[src/rtl/apb_rr_master_if.sv]
// -----------------------------------------------------------------------------
// apb_rr_master_if
//   Bundles the requester-side handshake and the APB bus of apb_rr_master.
//
//   Requester side (flattened vectors, requester i at [i*W +: W]):
//     req_valid, req_write, req_addr, req_wdata   -> into the master
//     req_ack, rsp_rdata, rsp_err, grant_id       <- from the master
//   APB side:
//     PSEL, PENABLE, PADDR, PWRITE, PWDATA        <- from the master
//     PREADY, PRDATA, PSLVERR                     -> into the master
//
//   modport master : view taken by apb_rr_master
//   modport slave  : view taken by whatever surrounds it (requesters + APB slave)
// -----------------------------------------------------------------------------
interface apb_rr_master_if #(
   parameter int NUM_REQ = 4,
   parameter int ADDR_W  = 32,
   parameter int DATA_W  = 32
);
   localparam int ID_W = $clog2(NUM_REQ);

   // requester handshake
   logic [NUM_REQ-1:0]        req_valid;
   logic [NUM_REQ-1:0]        req_write;
   logic [NUM_REQ*ADDR_W-1:0] req_addr;
   logic [NUM_REQ*DATA_W-1:0] req_wdata;
   logic [NUM_REQ-1:0]        req_ack;
   logic [DATA_W-1:0]         rsp_rdata;
   logic                      rsp_err;
   logic [ID_W-1:0]           grant_id;

   // APB bus
   logic                      PSEL;
   logic                      PENABLE;
   logic [ADDR_W-1:0]         PADDR;
   logic                      PWRITE;
   logic [DATA_W-1:0]         PWDATA;
   logic                      PREADY;
   logic [DATA_W-1:0]         PRDATA;
   logic                      PSLVERR;

   modport master (
      input  req_valid, req_write, req_addr, req_wdata,
      output req_ack, rsp_rdata, rsp_err, grant_id,
      output PSEL, PENABLE, PADDR, PWRITE, PWDATA,
      input  PREADY, PRDATA, PSLVERR
   );

   modport slave (
      output req_valid, req_write, req_addr, req_wdata,
      input  req_ack, rsp_rdata, rsp_err, grant_id,
      input  PSEL, PENABLE, PADDR, PWRITE, PWDATA,
      output PREADY, PRDATA, PSLVERR
   );
endinterface

[src/rtl/apb_rr_master.sv]
// -----------------------------------------------------------------------------
// apb_rr_master
//   Round-robin APB master: NUM_REQ local requesters share one APB slave port.
//   The FSM picks a winner in IDLE, latches its command, runs SETUP/ACCESS and
//   returns read data / error with a one-cycle one-hot acknowledge. A slave that
//   keeps PREADY low for TIMEOUT ACCESS cycles is cut off with an error ack.
//
//   Ports:
//     PCLK    clock, rising edge
//     PRESET  asynchronous reset, active-high
//     bus     apb_rr_master_if.master (requester handshake + APB bus)
//
//   All outputs are registered. Reset leaves the RR pointer at NUM_REQ-1 so
//   requester 0 has first priority.
// -----------------------------------------------------------------------------
module apb_rr_master #(
   parameter int NUM_REQ = 4,
   parameter int ADDR_W  = 32,
   parameter int DATA_W  = 32,
   parameter int TIMEOUT = 16
) (
   input  logic           PCLK,
   input  logic           PRESET,
   apb_rr_master_if.master bus
);
   localparam int ID_W  = $clog2(NUM_REQ);
   localparam int CNT_W = $clog2(TIMEOUT);
   localparam logic [CNT_W-1:0] CNT_LAST = CNT_W'(TIMEOUT - 1);

   typedef enum logic [1:0] {
      IDLE   = 2'd0,
      SETUP  = 2'd1,
      ACCESS = 2'd2
   } state_t;

   state_t               state_reg;
   logic [ID_W-1:0]      ptr_reg;
   logic [CNT_W-1:0]     wait_cnt_reg;

   logic                 psel_reg;
   logic                 penable_reg;
   logic [ADDR_W-1:0]    paddr_reg;
   logic                 pwrite_reg;
   logic [DATA_W-1:0]    pwdata_reg;
   logic [NUM_REQ-1:0]   ack_reg;
   logic [DATA_W-1:0]    rdata_reg;
   logic                 err_reg;
   logic [ID_W-1:0]      grant_reg;

   // ---------------------------------------------------------------------------
   // Arbitration
   // ---------------------------------------------------------------------------
   // The requester being acknowledged this cycle still has req_valid high (it
   // only drops it after seeing the ack), so it must not be granted again.
   logic [NUM_REQ-1:0]   eligible;
   assign eligible = bus.req_valid & ~ack_reg;

   // Scan position gi looks at requester (ptr+1+gi) mod NUM_REQ, so position 0
   // is the requester right after the last winner.
   logic [ID_W-1:0]      scan_idx [NUM_REQ];
   logic [NUM_REQ-1:0]   scan_hit;

   for (genvar gi = 0; gi < NUM_REQ; gi++) begin : g_scan
      assign scan_idx[gi] = ID_W'((int'(ptr_reg) + gi + 1) % NUM_REQ);
      assign scan_hit[gi] = eligible[scan_idx[gi]];
   end

   logic                 found;
   logic [ID_W-1:0]      winner;

   // Walk from the lowest priority upward so the earliest scan position wins.
   always_comb begin
      found  = 1'b0;
      winner = '0;
      for (int k = NUM_REQ - 1; k >= 0; k--) begin
         if (scan_hit[k]) begin
            found  = 1'b1;
            winner = scan_idx[k];
         end
      end
   end

   // Winner's command fields, selected out of the flattened request vectors.
   logic [ADDR_W-1:0]    win_addr;
   logic [DATA_W-1:0]    win_wdata;
   logic                 win_write;

   assign win_addr  = bus.req_addr[int'(winner) * ADDR_W +: ADDR_W];
   assign win_wdata = bus.req_wdata[int'(winner) * DATA_W +: DATA_W];
   assign win_write = bus.req_write[winner];

   // ---------------------------------------------------------------------------
   // Transfer FSM (all outputs registered here)
   // ---------------------------------------------------------------------------
   always_ff @(posedge PCLK or posedge PRESET) begin
      if (PRESET) begin
         state_reg    <= IDLE;
         ptr_reg      <= ID_W'(NUM_REQ - 1);
         wait_cnt_reg <= '0;
         psel_reg     <= 1'b0;
         penable_reg  <= 1'b0;
         paddr_reg    <= '0;
         pwrite_reg   <= 1'b0;
         pwdata_reg   <= '0;
         ack_reg      <= '0;
         rdata_reg    <= '0;
         err_reg      <= 1'b0;
         grant_reg    <= '0;
      end else begin
         // ack is a single-cycle pulse; every other output holds unless updated
         ack_reg <= '0;

         case (state_reg)
            IDLE: begin
               if (found) begin
                  paddr_reg  <= win_addr;
                  pwrite_reg <= win_write;
                  pwdata_reg <= win_write ? win_wdata : '0;
                  grant_reg  <= winner;
                  ptr_reg    <= winner;
                  psel_reg   <= 1'b1;
                  state_reg  <= SETUP;
               end
            end

            SETUP: begin
               penable_reg  <= 1'b1;
               wait_cnt_reg <= '0;
               state_reg    <= ACCESS;
            end

            ACCESS: begin
               if (bus.PREADY) begin
                  psel_reg    <= 1'b0;
                  penable_reg <= 1'b0;
                  ack_reg     <= NUM_REQ'(1) << grant_reg;
                  rdata_reg   <= pwrite_reg ? '0 : bus.PRDATA;
                  err_reg     <= bus.PSLVERR;
                  state_reg   <= IDLE;
               end else if (wait_cnt_reg == CNT_LAST) begin
                  // slave stalled for TIMEOUT cycles: abandon with an error ack
                  psel_reg    <= 1'b0;
                  penable_reg <= 1'b0;
                  ack_reg     <= NUM_REQ'(1) << grant_reg;
                  rdata_reg   <= '0;
                  err_reg     <= 1'b1;
                  state_reg   <= IDLE;
               end else begin
                  wait_cnt_reg <= wait_cnt_reg + 1'b1;
               end
            end

            default: begin
               psel_reg    <= 1'b0;
               penable_reg <= 1'b0;
               state_reg   <= IDLE;
            end
         endcase
      end
   end

   // ---------------------------------------------------------------------------
   // Output mapping
   // ---------------------------------------------------------------------------
   assign bus.PSEL      = psel_reg;
   assign bus.PENABLE   = penable_reg;
   assign bus.PADDR     = paddr_reg;
   assign bus.PWRITE    = pwrite_reg;
   assign bus.PWDATA    = pwdata_reg;
   assign bus.req_ack   = ack_reg;
   assign bus.rsp_rdata = rdata_reg;
   assign bus.rsp_err   = err_reg;
   assign bus.grant_id  = grant_reg;

endmodule

[src/flat_wrapper.sv]
// flat-port wrapper written by rule: the top's interface ports become plain ports
module apb_rr_master_flat 
#(
   parameter int NUM_REQ = 4,
   parameter int ADDR_W  = 32,
   parameter int DATA_W  = 32,
   parameter int TIMEOUT = 16
)
  (PCLK, PRESET, bus_req_valid, bus_req_write, bus_req_addr, bus_req_wdata, bus_req_ack, bus_rsp_rdata, bus_rsp_err, bus_grant_id, bus_PSEL, bus_PENABLE, bus_PADDR, bus_PWRITE, bus_PWDATA, bus_PREADY, bus_PRDATA, bus_PSLVERR);
  apb_rr_master_if #(.NUM_REQ(NUM_REQ), .ADDR_W(ADDR_W), .DATA_W(DATA_W)) bus_i ();
  input  logic PCLK;
  input  logic PRESET;
  input wire logic [$bits(bus_i.req_valid)-1:0] bus_req_valid;
  input wire logic [$bits(bus_i.req_write)-1:0] bus_req_write;
  input wire logic [$bits(bus_i.req_addr)-1:0] bus_req_addr;
  input wire logic [$bits(bus_i.req_wdata)-1:0] bus_req_wdata;
  output wire logic [$bits(bus_i.req_ack)-1:0] bus_req_ack;
  output wire logic [$bits(bus_i.rsp_rdata)-1:0] bus_rsp_rdata;
  output wire logic [$bits(bus_i.rsp_err)-1:0] bus_rsp_err;
  output wire logic [$bits(bus_i.grant_id)-1:0] bus_grant_id;
  output wire logic [$bits(bus_i.PSEL)-1:0] bus_PSEL;
  output wire logic [$bits(bus_i.PENABLE)-1:0] bus_PENABLE;
  output wire logic [$bits(bus_i.PADDR)-1:0] bus_PADDR;
  output wire logic [$bits(bus_i.PWRITE)-1:0] bus_PWRITE;
  output wire logic [$bits(bus_i.PWDATA)-1:0] bus_PWDATA;
  input wire logic [$bits(bus_i.PREADY)-1:0] bus_PREADY;
  input wire logic [$bits(bus_i.PRDATA)-1:0] bus_PRDATA;
  input wire logic [$bits(bus_i.PSLVERR)-1:0] bus_PSLVERR;
  assign bus_i.req_valid = bus_req_valid;
  assign bus_i.req_write = bus_req_write;
  assign bus_i.req_addr = bus_req_addr;
  assign bus_i.req_wdata = bus_req_wdata;
  assign bus_req_ack = bus_i.req_ack;
  assign bus_rsp_rdata = bus_i.rsp_rdata;
  assign bus_rsp_err = bus_i.rsp_err;
  assign bus_grant_id = bus_i.grant_id;
  assign bus_PSEL = bus_i.PSEL;
  assign bus_PENABLE = bus_i.PENABLE;
  assign bus_PADDR = bus_i.PADDR;
  assign bus_PWRITE = bus_i.PWRITE;
  assign bus_PWDATA = bus_i.PWDATA;
  assign bus_i.PREADY = bus_PREADY;
  assign bus_i.PRDATA = bus_PRDATA;
  assign bus_i.PSLVERR = bus_PSLVERR;
  apb_rr_master #(.NUM_REQ(NUM_REQ), .ADDR_W(ADDR_W), .DATA_W(DATA_W), .TIMEOUT(TIMEOUT)) u_core (.PCLK(PCLK), .PRESET(PRESET), .bus(bus_i));
endmodule
[config.mk]
export PLATFORM = sky130hd
export DESIGN_NAME = apb_rr_master_flat
export DESIGN_NICKNAME = d
export VERILOG_FILES = /design/src/rtl/apb_rr_master_if.sv /design/src/rtl/apb_rr_master.sv /design/src/flat_wrapper.sv
export SDC_FILE = /design/constraint.sdc
export NUM_CORES = 1
export LEC_CHECK = 0
export BUFFER_PORTS_ARGS = -buffer_cell sky130_fd_sc_hd__buf_2
export CAP_MARGIN = 0
export CELL_PAD_IN_SITES_DETAIL_PLACEMENT = 2
export CELL_PAD_IN_SITES_GLOBAL_PLACEMENT = 2
export CORE_UTILIZATION = 25
export DETAILED_ROUTE_END_ITERATION = 6
export HOLD_SLACK_MARGIN = 0.06
export PLACE_DENSITY = 0.84
export SKIP_LAST_GASP = 1
export SLEW_MARGIN = 20
export SYNTH_ARGS = -nofsm -noshare
export SYNTH_HDL_FRONTEND = slang
export SYNTH_SLANG_ARGS = --single-unit
[constraint.sdc]
create_clock -name PCLK -period 9.4 [get_ports PCLK]
set_input_delay 2.82 -clock PCLK [delete_from_list [all_inputs] [get_ports PCLK]]
set_output_delay 2.82 -clock PCLK [all_outputs]
set_load 0.05 [all_outputs]
==> impl_metrics.tcl, run 1 <==
set metrics [dict create \
    power_density_mw_per_mm2 389.7 \
    reg2reg_depth 8 \
    grt_pass1_vias 7048 \
    synth.cell_area_sq_mm 0.005984 \
    leakagePower_nw 4.441 \
    post-place-cells 1256 \
    path_buf_inv 4 \
    peakVddDrop_v 0.0001883 \
    grt_max_degree 72 \
    crit_required_ns 9.65 \
    cpMaxStageDelayCell "inv_2" \
    cts_buffers 17 \
    drtIter0Drc 284 \
    drtPass1Iterations 4 \
    slew_violations 0 \
    layoutNonFillerInstCount 1292 \
    grt_use_total_pct 21.33 \
    die_area_sq_mm 0.02456 \
    synth_fp_nets 879 \
    ios 406 \
    crit_path_max_fanout 71 \
    wl_mm 26.63 \
    cts_root_buf "clkbuf_16" \
    ys_seq_elements 114 \
    slew_headroom_pct 28.52 \
    fin_skew_ns 0.01363 \
    ctsResizeCount 0 \
    rows 56 \
    crit_chain "buf_2, nand2b_1, and2_1, a211o_2, buf_4, inv_2, nand2_1, buf_4, o221ai_1" \
    drc 0 \
    start_util_pct 25.50 \
    period_share_pct 56.83 \
    dpl.hpwl_mm 19.99 \
    status "completed" \
    cts_max_level 4 \
    tightestPinTransition_ns 1.071 \
    finalHoldWorstSlack_ns 0.4791 \
    crit_path_frequent_cell "buf_4" \
    stdcell_area_sq_mm 0.008859 \
    fin_ws_ns 4.058 \
    fin_tns_setup_ns 0 \
    crit_path_end_kind "flop" \
    cts_tree "yes" \
    io_buffers 405 \
    clock-sinks 114 \
    drive_gt1_share_pct 47.78 \
    synth_cell_types 53 \
    postCtsSetupBuffers 0 \
    hold_depth 1 \
    core_region_area_sq_mm 0.02347 \
    startpoint_type "primary input" \
    clock_latency_ns 0.42 \
    synth-edff-count 0 \
    synthCells 578 \
    clockBufferDepth 2 \
    ys_warn_count 0 \
    finalHoldViolCount 0 \
    fp.dieH_microns 156.7 \
    worst_path_largest_cell_delay_ns 0.64 \
    crit_family "buffers and inverters" \
    via_per_inst 5.073 \
    grt_pass1_wl_mm 39.62 \
    worstPathArrival_ns 5.60 \
    max_freq_mhz 187.2 \
    cts-hold-fix-buffers 0 \
    postRouteAntennaNets 0 \
    die_w_microns 156.7 \
    power.total_mw 3.452 \
    antenna_found_initial 5 \
    holdPathEnd "u_core.bus.PENABLE" \
    avgSynthCellArea_sq_um 10.35 \
    area_growth_pct 48.02 \
    hp-start "u_core.bus.PENABLE" \
    maxCapViolCount 0 \
    worst_r2r_endpoint "u_core.bus.PWDATA[11]" \
    r2r_start "u_core.bus.req_ack[2]" \
    wire_per_inst_microns 20.61 \
    reg2reg_slack_ns 6.10 \
    utilization_pct 37.74 \
    setup-violations-final 0 \
    synthFlopType "dfrtp_1" \
    synthArstFlopShare_pct 100.0 \
    place_ws_ns 3.598 \
    synth_seq_area_share_pct 47.71 \
    clk_pin_slew_worst_paths_ns 0.06 \
    rsz0062_at_grt "no" \
    post_dp_cell_area_sq_mm 0.008265 \
    via_count 6554 \
    hold_path.class "flop to flop" \
    nets 1257 \
    fin_crit_ns 5.342 \
    critical_path_class "primary input to flop" \
    gp_congestion 0.8094 \
    grt.overflow.total 0 \
]
-- how the worst max path moves through the flow --
stage	startpoint	end	slack, ns	cells past startpoint
after floorplan	PRESET	u_core.bus.PADDR[0]	3.57	1
after global placement	bus_req_valid[2]	u_core.bus.PWDATA[13]	3.79	9
after detailed placement	bus_req_valid[2]	u_core.bus.PWDATA[11]	3.60	9
after CTS	bus_req_valid[2]	u_core.bus.PWDATA[11]	4.04	9
after global routing	bus_req_valid[2]	u_core.bus.PWDATA[11]	3.84	9
final	bus_req_valid[2]	u_core.bus.PWDATA[11]	4.06	9
-- where the power goes --
part           switching, mW  internal (mW)  total (mW)
clock network          0.273          0.376       0.649
logic                   1.39          0.551        1.94
registers              0.153          0.707       0.861
-- placed cells by master, fill, tap and decap left out, types with 3 or more instances in the layout --
cell / synthesis / routed
buf_2: 7 / 405
dfrtp_1: 112 / 112
mux2i_1: 64 / 64
nand2_1: 45 / 44
o21ai_0: 38 / 38
nor2_1: 38 / 37
a22oi_1: 33 / 33
o22ai_1: 33 / 33
a221oi_1: 32 / 32
a22o_1: 32 / 32
o221ai_1: 31 / 31
clkbuf_16: 0 / 17
a21oi_1: 11 / 11
inv_6: 0 / 8
buf_4: 4 / 8
nor3_1: 5 / 5
diode_2: 0 / 4
nand2b_1: 4 / 4
inv_1: 4 / 3
inv_8: 0 / 3
-- routing by layer --
metal  up-vias  global-route usage (%)  wire [microns]
met2       288                   39.05           13820
met1      3205                   23.80           10360
met4         2                   6.256             443
met5         -                       0              13
li1       3027                       -               -
met3        32                   6.009            1997
-- area by class of cell --
type                    instances  area (sq um)
repair buffers                413          2087
well taps                     319         399.1
multi-input cells             404          2899
clock inverters                15         157.7
flip-flops and latches        114          2855
clock buffers                  17         425.4
fillers                      2710         14610
inverters                       6         25.02
diodes                          4         10.01
-- cells in the mapped netlist (all sizes together) (3+ instances only) --
cell | count | area, sq um
and2 | 3 | 18.77
a21oi | 11 | 55.05
a22o | 32 | 280.3
mux2i | 64 | 640.6
buf | 15 | 102.6
inv | 4 | 15.01
o21ai | 38 | 190.2
a22oi | 33 | 247.7
dfrtp | 112 | 2803
o22ai | 33 | 206.5
nor2 | 38 | 142.6
a221oi | 32 | 280.3
nand2 | 45 | 168.9
clkbuf | 39 | 150.1
nand2b | 4 | 25.02
nor3 | 5 | 25.02
o221ai | 32 | 286.5
-- logic make-up after synthesis --
kind of cell	after synthesis	synth area share [%]
compound gates	228	28.41
flops	114	47.71
mux	64	10.70
simple gates	111	8.363
buf+inv	60	4.600
fa+ha+maj	1	0.2090
Power figures use the tool's default switching activity.
==> run 2: changes to the inputs <==
Settings changed: CORE_UTILIZATION 25 to 23, PLACE_DENSITY 0.84 to 0.78.
Clock period 9.4 ns to 5.45 ns, I/O delays scaled along.
==> run 2 against run 1 <==
Compared with the run above: clock power grew 74%; worst setup slack got worse by 2.1 ns; combinational power up 73%; largest power group unchanged; critical path depth is 1 lower; global-route usage fell by 0.49 points.
==> impl_metrics.tcl, run 2 (synthesized netlist as in run 1, its figures left out) <==
set metrics [dict create \
    status "completed" \
    grt_pass1_wl_mm 41.87 \
    via_count 6625 \
    fp.dieH_microns 163.3 \
    critPathCapture "u_core.bus.PADDR[18]" \
    dpl.hpwl_mm 21.28 \
    core_region_area_sq_mm 0.02533 \
    crit_chain "buf_2, nand2b_1, and2_1, a211o_2, inv_2, buf_4, o21ai_0, o22ai_1" \
    grt_use_met2_pct 36.90 \
    drtIter0Drc 229 \
    worstPathArrival_ns 3.83 \
    slew_headroom_pct 32.21 \
    grt.overflow.total 0 \
    crit_required_ns 5.78 \
    cpMaxStageDelayCell "a211o_2" \
    fin_skew_ns 0.01770 \
    finalHoldViolCount 0 \
    cts_max_level 4 \
    gp_congestion 0.7820 \
    power_density_mw_per_mm2 669.1 \
    clock_latency_ns 0.43 \
    wl_mm 28.29 \
    startpoint_type "primary input" \
    reg2reg_slack_ns 2.77 \
    slew_violations 0 \
    rows 58 \
    leakagePower_nw 4.482 \
    tightestPinTransition_ns 1.014 \
    crit_path_max_fanout 69 \
    drtPass1Iterations 5 \
    clockBufferDepth 2 \
    reg2reg_depth 7 \
    die_w_microns 163.3 \
    max_freq_mhz 286.2 \
    fin_tns_setup_ns 0 \
    top_usage_layer "met2" \
    crit_path_start "bus_req_valid[2]" \
    final_common_cell "buf_2" \
    utilization_pct 35.31 \
    maxCapViolCount 0 \
    area_growth_pct 49.43 \
    die_area_sq_mm 0.02667 \
    cts_root_buf "clkbuf_16" \
    period_share_pct 64.12 \
    antenna_found_initial 7 \
    use_met1_pct 23.16 \
    grt_max_degree 70 \
    clock-sinks 114 \
    postRouteAntennaNets 0 \
    setup-violations-final 0 \
    finalHoldWorstSlack_ns 0.4898 \
    peakVddDrop_v 0.0002350 \
    ios 406 \
    postCtsSetupBuffers 0 \
    n_fill_cell 2897 \
    worst_path_largest_cell_delay_ns 0.58 \
    critical_path_class "primary input to flop" \
    drc 0 \
    grtUsageMet3_pct 6.501 \
    grt_use_total_pct 20.84 \
    worst_r2r_endpoint "u_core.bus.PADDR[18]" \
    clk_pin_slew_worst_paths_ns 0.07 \
    hold_path.class "flop to flop" \
    cts_buffers 17 \
    wire_per_inst_microns 21.61 \
    grt_pass1_vias 7265 \
    via_per_inst 5.061 \
    io_buffers 405 \
    fin_crit_ns 3.495 \
    layoutNonFillerInstCount 1309 \
    cts-hold-fix-buffers 0 \
    drive_gt1_share_pct 48.05 \
    start_util_pct 23.63 \
    layout_common_cells "buf_2, dfrtp_1, mux2i_1" \
    ctsResizeCount 0 \
    post-place-cells 1272 \
    cts_tree "yes" \
    rsz0062_at_grt "no" \
    nets 1262 \
    crit_path_end_kind "flop" \
    r2r_start "u_core.bus.req_ack[2]" \
]
-- run 2: per-layer routing --
layer  wire (microns)  share of wire [%]
met2            14360                 51
met3             2468                8.7
met4              597                2.1
met1            10830                 38
met5               27              0.095
-- run 2: critical path: cells and delay by family --
kind,cells,cell delay [ns]
AO/OA/AOI/OAI,3,0.96
buffers and inverters,3,0.74
AND/OR/NAND/NOR,2,0.41
-- run 2: worst min path at each step --
stage / endpoint / cells after the start / from
finish: u_core.bus.PWDATA[24] / 2 / u_core.bus.PWDATA[24]
detailed placement: u_core.bus.PWDATA[29] / 2 / u_core.bus.PWDATA[29]
global route: u_core.bus.rsp_rdata[26] / 1 / u_core.bus.rsp_rdata[26]
floorplan: u_core.ptr_reg[1] / 2 / u_core.ptr_reg[1]
global placement: u_core.bus.PWDATA[5] / 2 / u_core.bus.PWDATA[5]
CTS: u_core.bus.PWDATA[24] / 2 / u_core.bus.PWDATA[24]
-- run 2: layout make-up --
| type | count | area, sq um | share of cell area, % |
|---|---|---|---|
| Multi-Input combinational cell | 404 | 2898 | 32.41 |
| Sequential cell | 114 | 2855 | 31.93 |
| Timing Repair Buffer | 418 | 2137 | 23.90 |
| Clock buffer | 17 | 425.4 | 4.757 |
| Tap cell | 330 | 412.9 | 4.617 |
| Clock inverter | 15 | 176.4 | 1.973 |
| Inverter | 6 | 25.02 | 0.2798 |
| Antenna cell | 5 | 12.51 | 0.1399 |
-- run 2: through the flow --
step	total power [mW]	setup WS [ns]	cell area [sq um]
after floorplan	3.911	0.8026	5984
after CTS	6.070	1.937	8930
after detailed placement	4.898	1.483	8328
after global placement	4.798	1.553	8328
final	5.983	1.955	8942
after global routing	6.338	1.773	8937
-- run 2: where the power goes --
group | internal [mW] | switching [mW]
combinational | 0.965 | 2.39
sequential | 1.22 | 0.274
clock | 0.622 | 0.511
